==> config.mk <==
export PLATFORM = sky130hd
export DESIGN_NAME = tmds_timing
export DESIGN_NICKNAME = d
export VERILOG_FILES = /design/src/rtl/tmds_timing_pkg.sv /design/src/rtl/tmds_timing_sync_edge_det.sv /design/src/rtl/tmds_timing.sv
export SDC_FILE = /design/constraint.sdc
export NUM_CORES = 1
export LEC_CHECK = 0
export BUFFER_PORTS_ARGS = -buffer_cell sky130_fd_sc_hd__clkbuf_2
export CAP_MARGIN = 20
export CORE_UTILIZATION = 35
export DETAILED_ROUTE_END_ITERATION = 10
export GPL_TIMING_DRIVEN = 0
export HOLD_SLACK_MARGIN = 0.06
export SLEW_MARGIN = 20
export SYNTH_ARGS = -nofsm -noshare
export SYNTH_HDL_FRONTEND = slang
export SYNTH_SLANG_ARGS = --single-unit
==> constraint.sdc <==
create_clock -name rx0_pclk -period 1.2 [get_ports rx0_pclk]
set_input_delay 0.12 -clock rx0_pclk [delete_from_list [all_inputs] [get_ports rx0_pclk]]
set_output_delay 0.12 -clock rx0_pclk [all_outputs]
set_load 0.03 [all_outputs]
==> src/rtl/tmds_timing_pkg.sv <==
// rtl/tmds_timing_pkg.sv - shared 720p timing constants and counter helpers for tmds_timing
package tmds_timing_pkg;

  localparam int CNT_W = 11;
  localparam logic [CNT_W-1:0] CNT_MAX = 11'd2047;

  localparam int H_START_720P  = 260;
  localparam int H_ACTIVE_720P = 1280;
  localparam int V_START_720P  = 25;
  localparam int V_ACTIVE_720P = 720;

  function automatic logic [CNT_W-1:0] sat_inc(input logic [CNT_W-1:0] c);
    return (c == CNT_MAX) ? c : c + 1'b1;
  endfunction

endpackage

==> src/rtl/tmds_timing_sync_edge_det.sv <==
// rtl/tmds_timing_sync_edge_det.sv - sync polarity normalise, two-stage register, registered leading-edge pulse
module sync_edge_det #(
  parameter logic SYNC_POL = 1'b1
) (
  input  logic clk,
  input  logic rst,
  input  logic sync,
  output logic lead
);

  logic s;
  logic p;

  // s is the normalised sync (1 = asserted); lead fires once per assertion
  always_ff @(posedge clk or posedge rst) begin
    if (rst) begin
      s    <= 1'b0;
      p    <= 1'b0;
      lead <= 1'b0;
    end else begin
      s    <= sync ^ ~SYNC_POL;
      p    <= s;
      lead <= s & ~p;
    end
  end

endmodule

==> src/rtl/tmds_timing.sv <==
// rtl/tmds_timing.sv - pixel/line position and data-enable recovery from decoded TMDS syncs
// Optional macro TIMING_LOCK_EN gates video_en until the first vsync leading edge after reset.
module tmds_timing
  import tmds_timing_pkg::*;
#(
  parameter int   H_START  = H_START_720P,
  parameter int   H_ACTIVE = H_ACTIVE_720P,
  parameter int   V_START  = V_START_720P,
  parameter int   V_ACTIVE = V_ACTIVE_720P,
  parameter logic SYNC_POL = 1'b1
) (
  input  logic              rx0_pclk,
  input  logic              rstbtn_n,
  input  logic              rx0_hsync,
  input  logic              rx0_vsync,
  output logic              video_en,
  output logic [CNT_W-1:0]  video_hcnt,
  output logic [CNT_W-1:0]  video_vcnt
);

  localparam logic [CNT_W:0] H_LO = (CNT_W+1)'(H_START);
  localparam logic [CNT_W:0] H_HI = (CNT_W+1)'(H_START + H_ACTIVE);
  localparam logic [CNT_W:0] V_LO = (CNT_W+1)'(V_START);
  localparam logic [CNT_W:0] V_HI = (CNT_W+1)'(V_START + V_ACTIVE);

  // Assert asynchronously, release on the second clock edge
  logic [1:0] rst_sync;
  logic       rst;

  always_ff @(posedge rx0_pclk or posedge rstbtn_n) begin
    if (rstbtn_n) rst_sync <= 2'b11;
    else          rst_sync <= {rst_sync[0], 1'b0};
  end

  assign rst = rst_sync[1];

  logic hs_lead;
  logic vs_lead;

  sync_edge_det #(.SYNC_POL(SYNC_POL)) u_hs_det (
    .clk  (rx0_pclk),
    .rst  (rst),
    .sync (rx0_hsync),
    .lead (hs_lead)
  );

  sync_edge_det #(.SYNC_POL(SYNC_POL)) u_vs_det (
    .clk  (rx0_pclk),
    .rst  (rst),
    .sync (rx0_vsync),
    .lead (vs_lead)
  );

  logic [CNT_W-1:0] hcnt_nxt;
  logic [CNT_W-1:0] vcnt_nxt;
  logic [CNT_W:0]   h_ext;
  logic [CNT_W:0]   v_ext;
  logic             win;
  logic             en_nxt;

  always_comb begin
    hcnt_nxt = hs_lead ? '0 : sat_inc(video_hcnt);
    vcnt_nxt = video_vcnt;
    if (vs_lead)      vcnt_nxt = '0;
    else if (hs_lead) vcnt_nxt = sat_inc(video_vcnt);
  end

  // One extra bit keeps START+ACTIVE from wrapping in the compare
  assign h_ext = {1'b0, hcnt_nxt};
  assign v_ext = {1'b0, vcnt_nxt};
  assign win   = (h_ext >= H_LO) && (h_ext < H_HI) && (v_ext >= V_LO) && (v_ext < V_HI);

`ifdef TIMING_LOCK_EN
  logic lock;

  always_ff @(posedge rx0_pclk or posedge rst) begin
    if (rst) lock <= 1'b0;
    else     lock <= lock | vs_lead;
  end

  assign en_nxt = win & (lock | vs_lead);
`else
  assign en_nxt = win;
`endif

  always_ff @(posedge rx0_pclk or posedge rst) begin
    if (rst) begin
      video_hcnt <= '0;
      video_vcnt <= '0;
      video_en   <= 1'b0;
    end else begin
      video_hcnt <= hcnt_nxt;
      video_vcnt <= vcnt_nxt;
      video_en   <= en_nxt;
    end
  end

endmodule

==> results.json, run 1 <==
{
  "peakVddDrop_mv": 1.038,
  "synth_area_leader_cell": "dfrtp_1",
  "gr-total-overflow": 0,
  "ys_types": 48,
  "r2r_start": "video_vcnt[0]",
  "cts_tree": "yes",
  "yosys_register_bits": 31,
  "setup_violations": 23,
  "cts.clk_slew.worst_paths_ps": 60,
  "wl_per_cell_um": 16.34,
  "routed-wl-met3_um": 181,
  "met2_wirelength_mm": 2.515,
  "placed_cell_area_um2": 2051,
  "reg2reg_setup_slack_ps": -1050,
  "fin_ws_ps": -1050,
  "gp_congestion": 0.7981,
  "clkPwrFrac": 0.307,
  "avgSynthCellArea_um2": 10.07,
  "hp-class": "reg2async",
  "clock-sinks": 31,
  "rows": 24,
  "pwr-share-comb": 0.269,
  "endpoint_kind": "flip-flop",
  "start_util": 0.3655,
  "viasPerCell": 5.463,
  "hold_viol": 0,
  "ys_warn_count": 0,
  "switching_share": 0.3106,
  "met1_length_mm": 1.918,
  "worstMarginPinSlew_ps": 548.5,
  "synth-async-reset-ratio": 1.000,
  "antennaDiodeCount": 0,
  "min_period_ps": 2250,
  "ant_nets": 0,
  "cp.required_ps": 1370,
  "grt_pass1_vias": 1572,
  "die_w_um": 69.44,
  "synth_area_leaders": "dfrtp_1 46%, dfstp_2 3.3%, nor2_1 3.3%",
  "drive_above_1_share": 0.6723,
  "grt_setup_unrepaired": "true",
  "cp.arrival_ps": 2420,
  "antenna_found_initial": 0,
  "numCtsBuffers": 5,
  "num_vias": 1568,
  "grt_usage": 0.1921,
  "grt_first_pass_wirelength_mm": 7.300,
  "synth_top_area_share": 0.4560,
  "drtIter0Drc": 82,
  "stdcell_count": 287,
  "post_synth_inst_count": 158,
  "internal_power_uw": 2036,
  "route.detailed.drc": 0,
  "io_buffers": 26,
  "worstSetupStartpointType": "flip-flop",
  "syn_nets": 164,
  "rr_endpoint": "video_en",
  "netlist_area_um2": 1592,
  "max_freq_ghz": 0.4444,
  "skew_ps": 4.569,
  "slew_headroom": 0.6339,
  "synth_edf_count": 0,
  "maxCapViolCount": 0,
  "nNetsFinal": 240,
  "pin_count": 27,
  "fin_crit_sh": 1.875,
  "final_common_cell": "buf_4",
  "cts.path.max_buffers": 2,
  "dp_hpwl_mm": 2.780,
  "insertion_delay_ps": 290,
  "dp.cells": 237,
  "final_cell_mix": "34 x buf_4, 23 x clkbuf_2, 20 x dfrtp_2, 11 x nor2_1, 10 x buf_6",
  "worstSetupPathType": "reg2reg",
  "drtPass1Iterations": 5,
  "die_y_um": 69.44,
  "stdcell_area_um2": 2664,
  "die-area_um2": 4821,
  "power.leakage_uw": 0.001141,
  "slew_viol_final": 0,
  "r2r_cells": 8,
  "ys.flop_type": "dfrtp_1",
  "path_max_fanout": 6,
  "power_density_nw_per_um2": 1108,
  "switching_power_uw": 917.2,
  "cts-root-buf": "clkbuf_8",
  "setup_tns_ps": -6009,
  "status": "finished with violations",
  "grt_max_degree": 19,
  "seqPwrFrac": 0.424,
  "cts_max_level": 2,
  "coreArea_um2": 4354,
  "wl_mm": 4.691,
  "area_growth_pct": 67.37,
  "yosysSeqAreaShare": 0.4890,
  "violations": "setup timing",
  "top_layer": "met4"
}
[state kept, by name, indices dropped and copies added, names as in the netlist]
signal / flops
rst_sync: 2
u_hs_det.lead: 1
u_hs_det.p: 1
u_hs_det.s: 1
u_vs_det.lead: 1
u_vs_det.p: 1
u_vs_det.s: 1
video_en: 1
video_hcnt: 11
video_vcnt: 11
[metrics by stage]
stage | setup slack [ps] | util | hold slack [ps] | total power (uW)
floorplan | -1035 | - | 31.50 | 1647
global placement | -1108 | 0.4647 | 121.4 | 1783
detailed placement | -1095 | 0.4710 | 132.2 | 1814
CTS | -1005 | 0.5552 | 309.8 | 2913
global route | -1108 | 0.6118 | 346.6 | 3109
finish | -1050 | 0.6118 | 293.1 | 2953
[worst max-delay path: stages (launching register included)]
cell	delay, ps
dfrtp_2	390
buf_4	150
nand4_1	250
or4_4	520
a31oi_4	160
and4_4	230
a21boi_0	230
o21ai_2	80
o311a_1	130
[cells by family after synthesis]
group / synth area share
flip-flops: 0.4890
XOR/XNOR: 0.01651
AND/OR/NAND/NOR: 0.2461
multiplexers: 0.03931
buffers and inverters: 0.04402
adder cells (fa/ha/maj): 0.01572
AO/OA/AOI/OAI: 0.1470
other: 0.002356
[cell type report]
cell class | count | area [um^2]
clock buffer | 8 | 100.1
inverter | 5 | 18.77
timing repair buffer | 73 | 558.0
multi-input combinational | 114 | 1085
sequential | 31 | 803.3
fill | 349 | 1690
tap | 52 | 65.06
buffer | 4 | 33.78
[worst max-delay path by stage]
stage | start | to | slack [ps] | depth (start not counted)
2_1_floorplan | video_vcnt[0] | video_en | -1040 | 8
3_3_place_gp | video_vcnt[0] | video_en | -1110 | 8
3_5_place_dp | video_vcnt[0] | video_en | -1100 | 8
4_1_cts | video_vcnt[1] | video_en | -1010 | 8
5_1_grt | video_vcnt[0] | video_en | -1110 | 8
6_report | video_vcnt[0] | video_en | -1050 | 8
[cells in the mapped netlist, types with 3 or more instances]
master	instances
nand3_1	10
a31oi_1	8
nor3_1	5
nand4_1	4
inv_1	5
a311oi_1	4
nor2_1	14
and3_1	5
dfrtp_1	29
nor2b_1	3
a21oi_1	5
buf_2	3
nand2_1	8
mux2i_1	4
a211oi_1	3
o21ai_0	5
[what timing repair did]
action,CTS,global route
buffers inserted,25,18
endpoints found under the setup margin,22,25
gates resized for setup,25,25
hold buffers,3,0
pin swaps,16,14
hold endpoints to repair,4,0
[power groups by stage]
stage                     registers (uW)  logic [uW]  clock network (uW)
after floorplan                     1400         244                   0
after global placement              1280         499                   0
after detailed placement            1290         524                   0
after CTS                           1240         745                 927
after global routing                1270         860                 983
final                               1250         794                 906
[per-layer routing]
layer | vias to the layer above | track usage
li1 | 746 | -
met1 | 786 | 0.2187
met2 | 30 | 0.3376
met3 | 6 | 0.04651
met4 | 0 | 0.08844
met5 | - | 0
No activity file was read; power rests on OpenSTA's default activity.
==> run 2: changes to the inputs <==
Settings changed: GPL_TIMING_DRIVEN 0 to default.
==> results.json, run 2 (synthesized netlist as in run 1, its figures left out) <==
{
  "status": "finished with violations",
  "violations": "setup timing",
  "switching_share": 0.3207,
  "power_density_nw_per_um2": 1025,
  "hp-class": "reg2async",
  "dp_hpwl_mm": 3.536,
  "setup_violations": 24,
  "power.leakage_uw": 0.001305,
  "maxCapViolCount": 0,
  "endpoint_kind": "flip-flop",
  "worstSetupPathType": "reg2reg",
  "pwr-share-comb": 0.318,
  "hold_viol": 0,
  "path_max_fanout": 3,
  "drive_above_1_share": 0.7059,
  "grt_first_pass_wirelength_mm": 8.031,
  "drtPass1Iterations": 4,
  "worstSetupStartpointType": "flip-flop",
  "nNetsFinal": 277,
  "antennaDiodeCount": 0,
  "rows": 24,
  "cts.clk_slew.worst_paths_ps": 60,
  "num-fill-cells": 321,
  "die-area_um2": 4821,
  "fin_crit_sh": 1.801,
  "crit_buf_inv": 0,
  "die_y_um": 69.44,
  "gr-total-overflow": 0,
  "insertion_delay_ps": 280,
  "cts_max_level": 2,
  "cts.path.max_buffers": 2,
  "grt_max_degree": 23,
  "crit_slowest_cell": "or4_1",
  "r2r_start": "video_vcnt[1]",
  "r2r_cells": 8,
  "num_vias": 1698,
  "peakVddDrop_mv": 1.126,
  "holdWs_ps": 208.9,
  "numCtsBuffers": 5,
  "ant_nets": 0,
  "cts-root-buf": "clkbuf_8",
  "internal_power_uw": 2030,
  "fin_ws_ps": -961.3,
  "final_core_utilization": 0.6698,
  "grt_usage": 0.2123,
  "rr_endpoint": "video_en",
  "pin_count": 27,
  "crit_path_cell_trace": "ha_4 > nand3_2 > or3_4 > a32o_1 > and4_4 > or4_1 > o21ai_1 > o311a_1",
  "wl_mm": 5.080,
  "cp.required_ps": 1420,
  "grt_setup_unrepaired": "true",
  "gp_congestion": 0.8466,
  "max_freq_ghz": 0.4627,
  "drtIter0Drc": 85,
  "final_common_cell": "buf_4",
  "wl_per_cell_um": 15.68,
  "coreArea_um2": 4354,
  "io_buffers": 26,
  "die_w_um": 69.44,
  "cpPeakStageDelay_ps": 470,
  "route.detailed.drc": 0,
  "clock-sinks": 31,
  "clkPwrFrac": 0.265,
  "cp_top_family": "simple AND/OR/NAND/NOR gates",
  "cp.arrival_ps": 2380,
  "viasPerCell": 5.241,
  "start_util": 0.3655,
  "antenna_found_initial": 0,
  "min_period_ps": 2161,
  "setup_tns_ps": -6709,
  "cts_tree": "yes",
  "switching_power_uw": 958.4,
  "final_cell_mix": "72 x buf_4, 21 x dfrtp_2, 20 x clkbuf_2, 12 x nor2_1, 12 x buf_6",
  "reg_top3": "video_hcnt x11, video_vcnt x11, rst_sync x2",
  "slew_viol_final": 0,
  "area_growth_pct": 83.25,
  "grt_pass1_vias": 1740,
  "skew_ps": 4.634,
  "reg2reg_setup_slack_ps": -960,
  "seqPwrFrac": 0.418
}
-- run 2: cell count changes in the layout (fill, tap and decap cells not counted), moves of 2 or more --
cell / delta
clkbuf_2: -3
clkbuf_8: -3
nand3_2: +2
buf_8: +2
buf_6: +2
buf_4: +38
-- run 2: routing by layer --
metal,up-vias,GRT usage,share of wire
met5,-,0,0
met4,0,0.06803,0.015
met3,8,0.05523,0.032
met2,37,0.3689,0.55
met1,834,0.2552,0.41
li1,819,-,-
-- run 2: how the worst max path moves through the flow --
stage	slack [ps]	endpoint	start	depth (start not counted)
3_5_place_dp	-970	video_en	video_vcnt[0]	8
6_report	-960	video_en	video_vcnt[1]	8
3_3_place_gp	-910	video_en	video_vcnt[1]	8
2_1_floorplan	-1040	video_en	video_vcnt[0]	8
4_1_cts	-960	video_en	video_vcnt[0]	8
5_1_grt	-1070	video_en	video_vcnt[0]	8
-- run 2: metrics by stage --
stage	power [uW]	std cells	cell area (um^2)	setup WS, ps
5_1_grt	3133	324	2917	-1066
4_1_cts	2943	323	2804	-964.7
3_3_place_gp	1969	302	2514	-913.3
2_1_floorplan	1647	158	1828	-1035
6_report	2989	324	2917	-961.3
3_5_place_dp	2008	302	2514	-970.6
-- run 2: cell type report --
class | instances | area (um^2) | share of cell area
Multi-Input combinational cell | 114 | 1061 | 0.3638
Timing Repair Buffer | 114 | 885.9 | 0.3037
Clock buffer | 7 | 76.32 | 0.02617
Tap cell | 52 | 65.06 | 0.02231
Clock inverter | 1 | 5.005 | 0.001716
Inverter | 5 | 18.77 | 0.006435
Sequential cell | 31 | 804.5 | 0.2758
-- run 2: repair_timing --
item,in CTS,in global routing
pin swaps,19,9
buffers inserted,11,3
endpoints found under the hold margin,4,0
hold buffers,3,0
gates resized for setup,27,26
setup endpoints to repair,26,28
-- run 2: power by group through the flow --
stage	Clock (uW)	Sequential, uW	Combinational [uW]
CTS	802	1240	900
detailed placement	0	1260	751
global placement	0	1250	722
floorplan	0	1400	244
finish	791	1250	949
global route	859	1260	1020
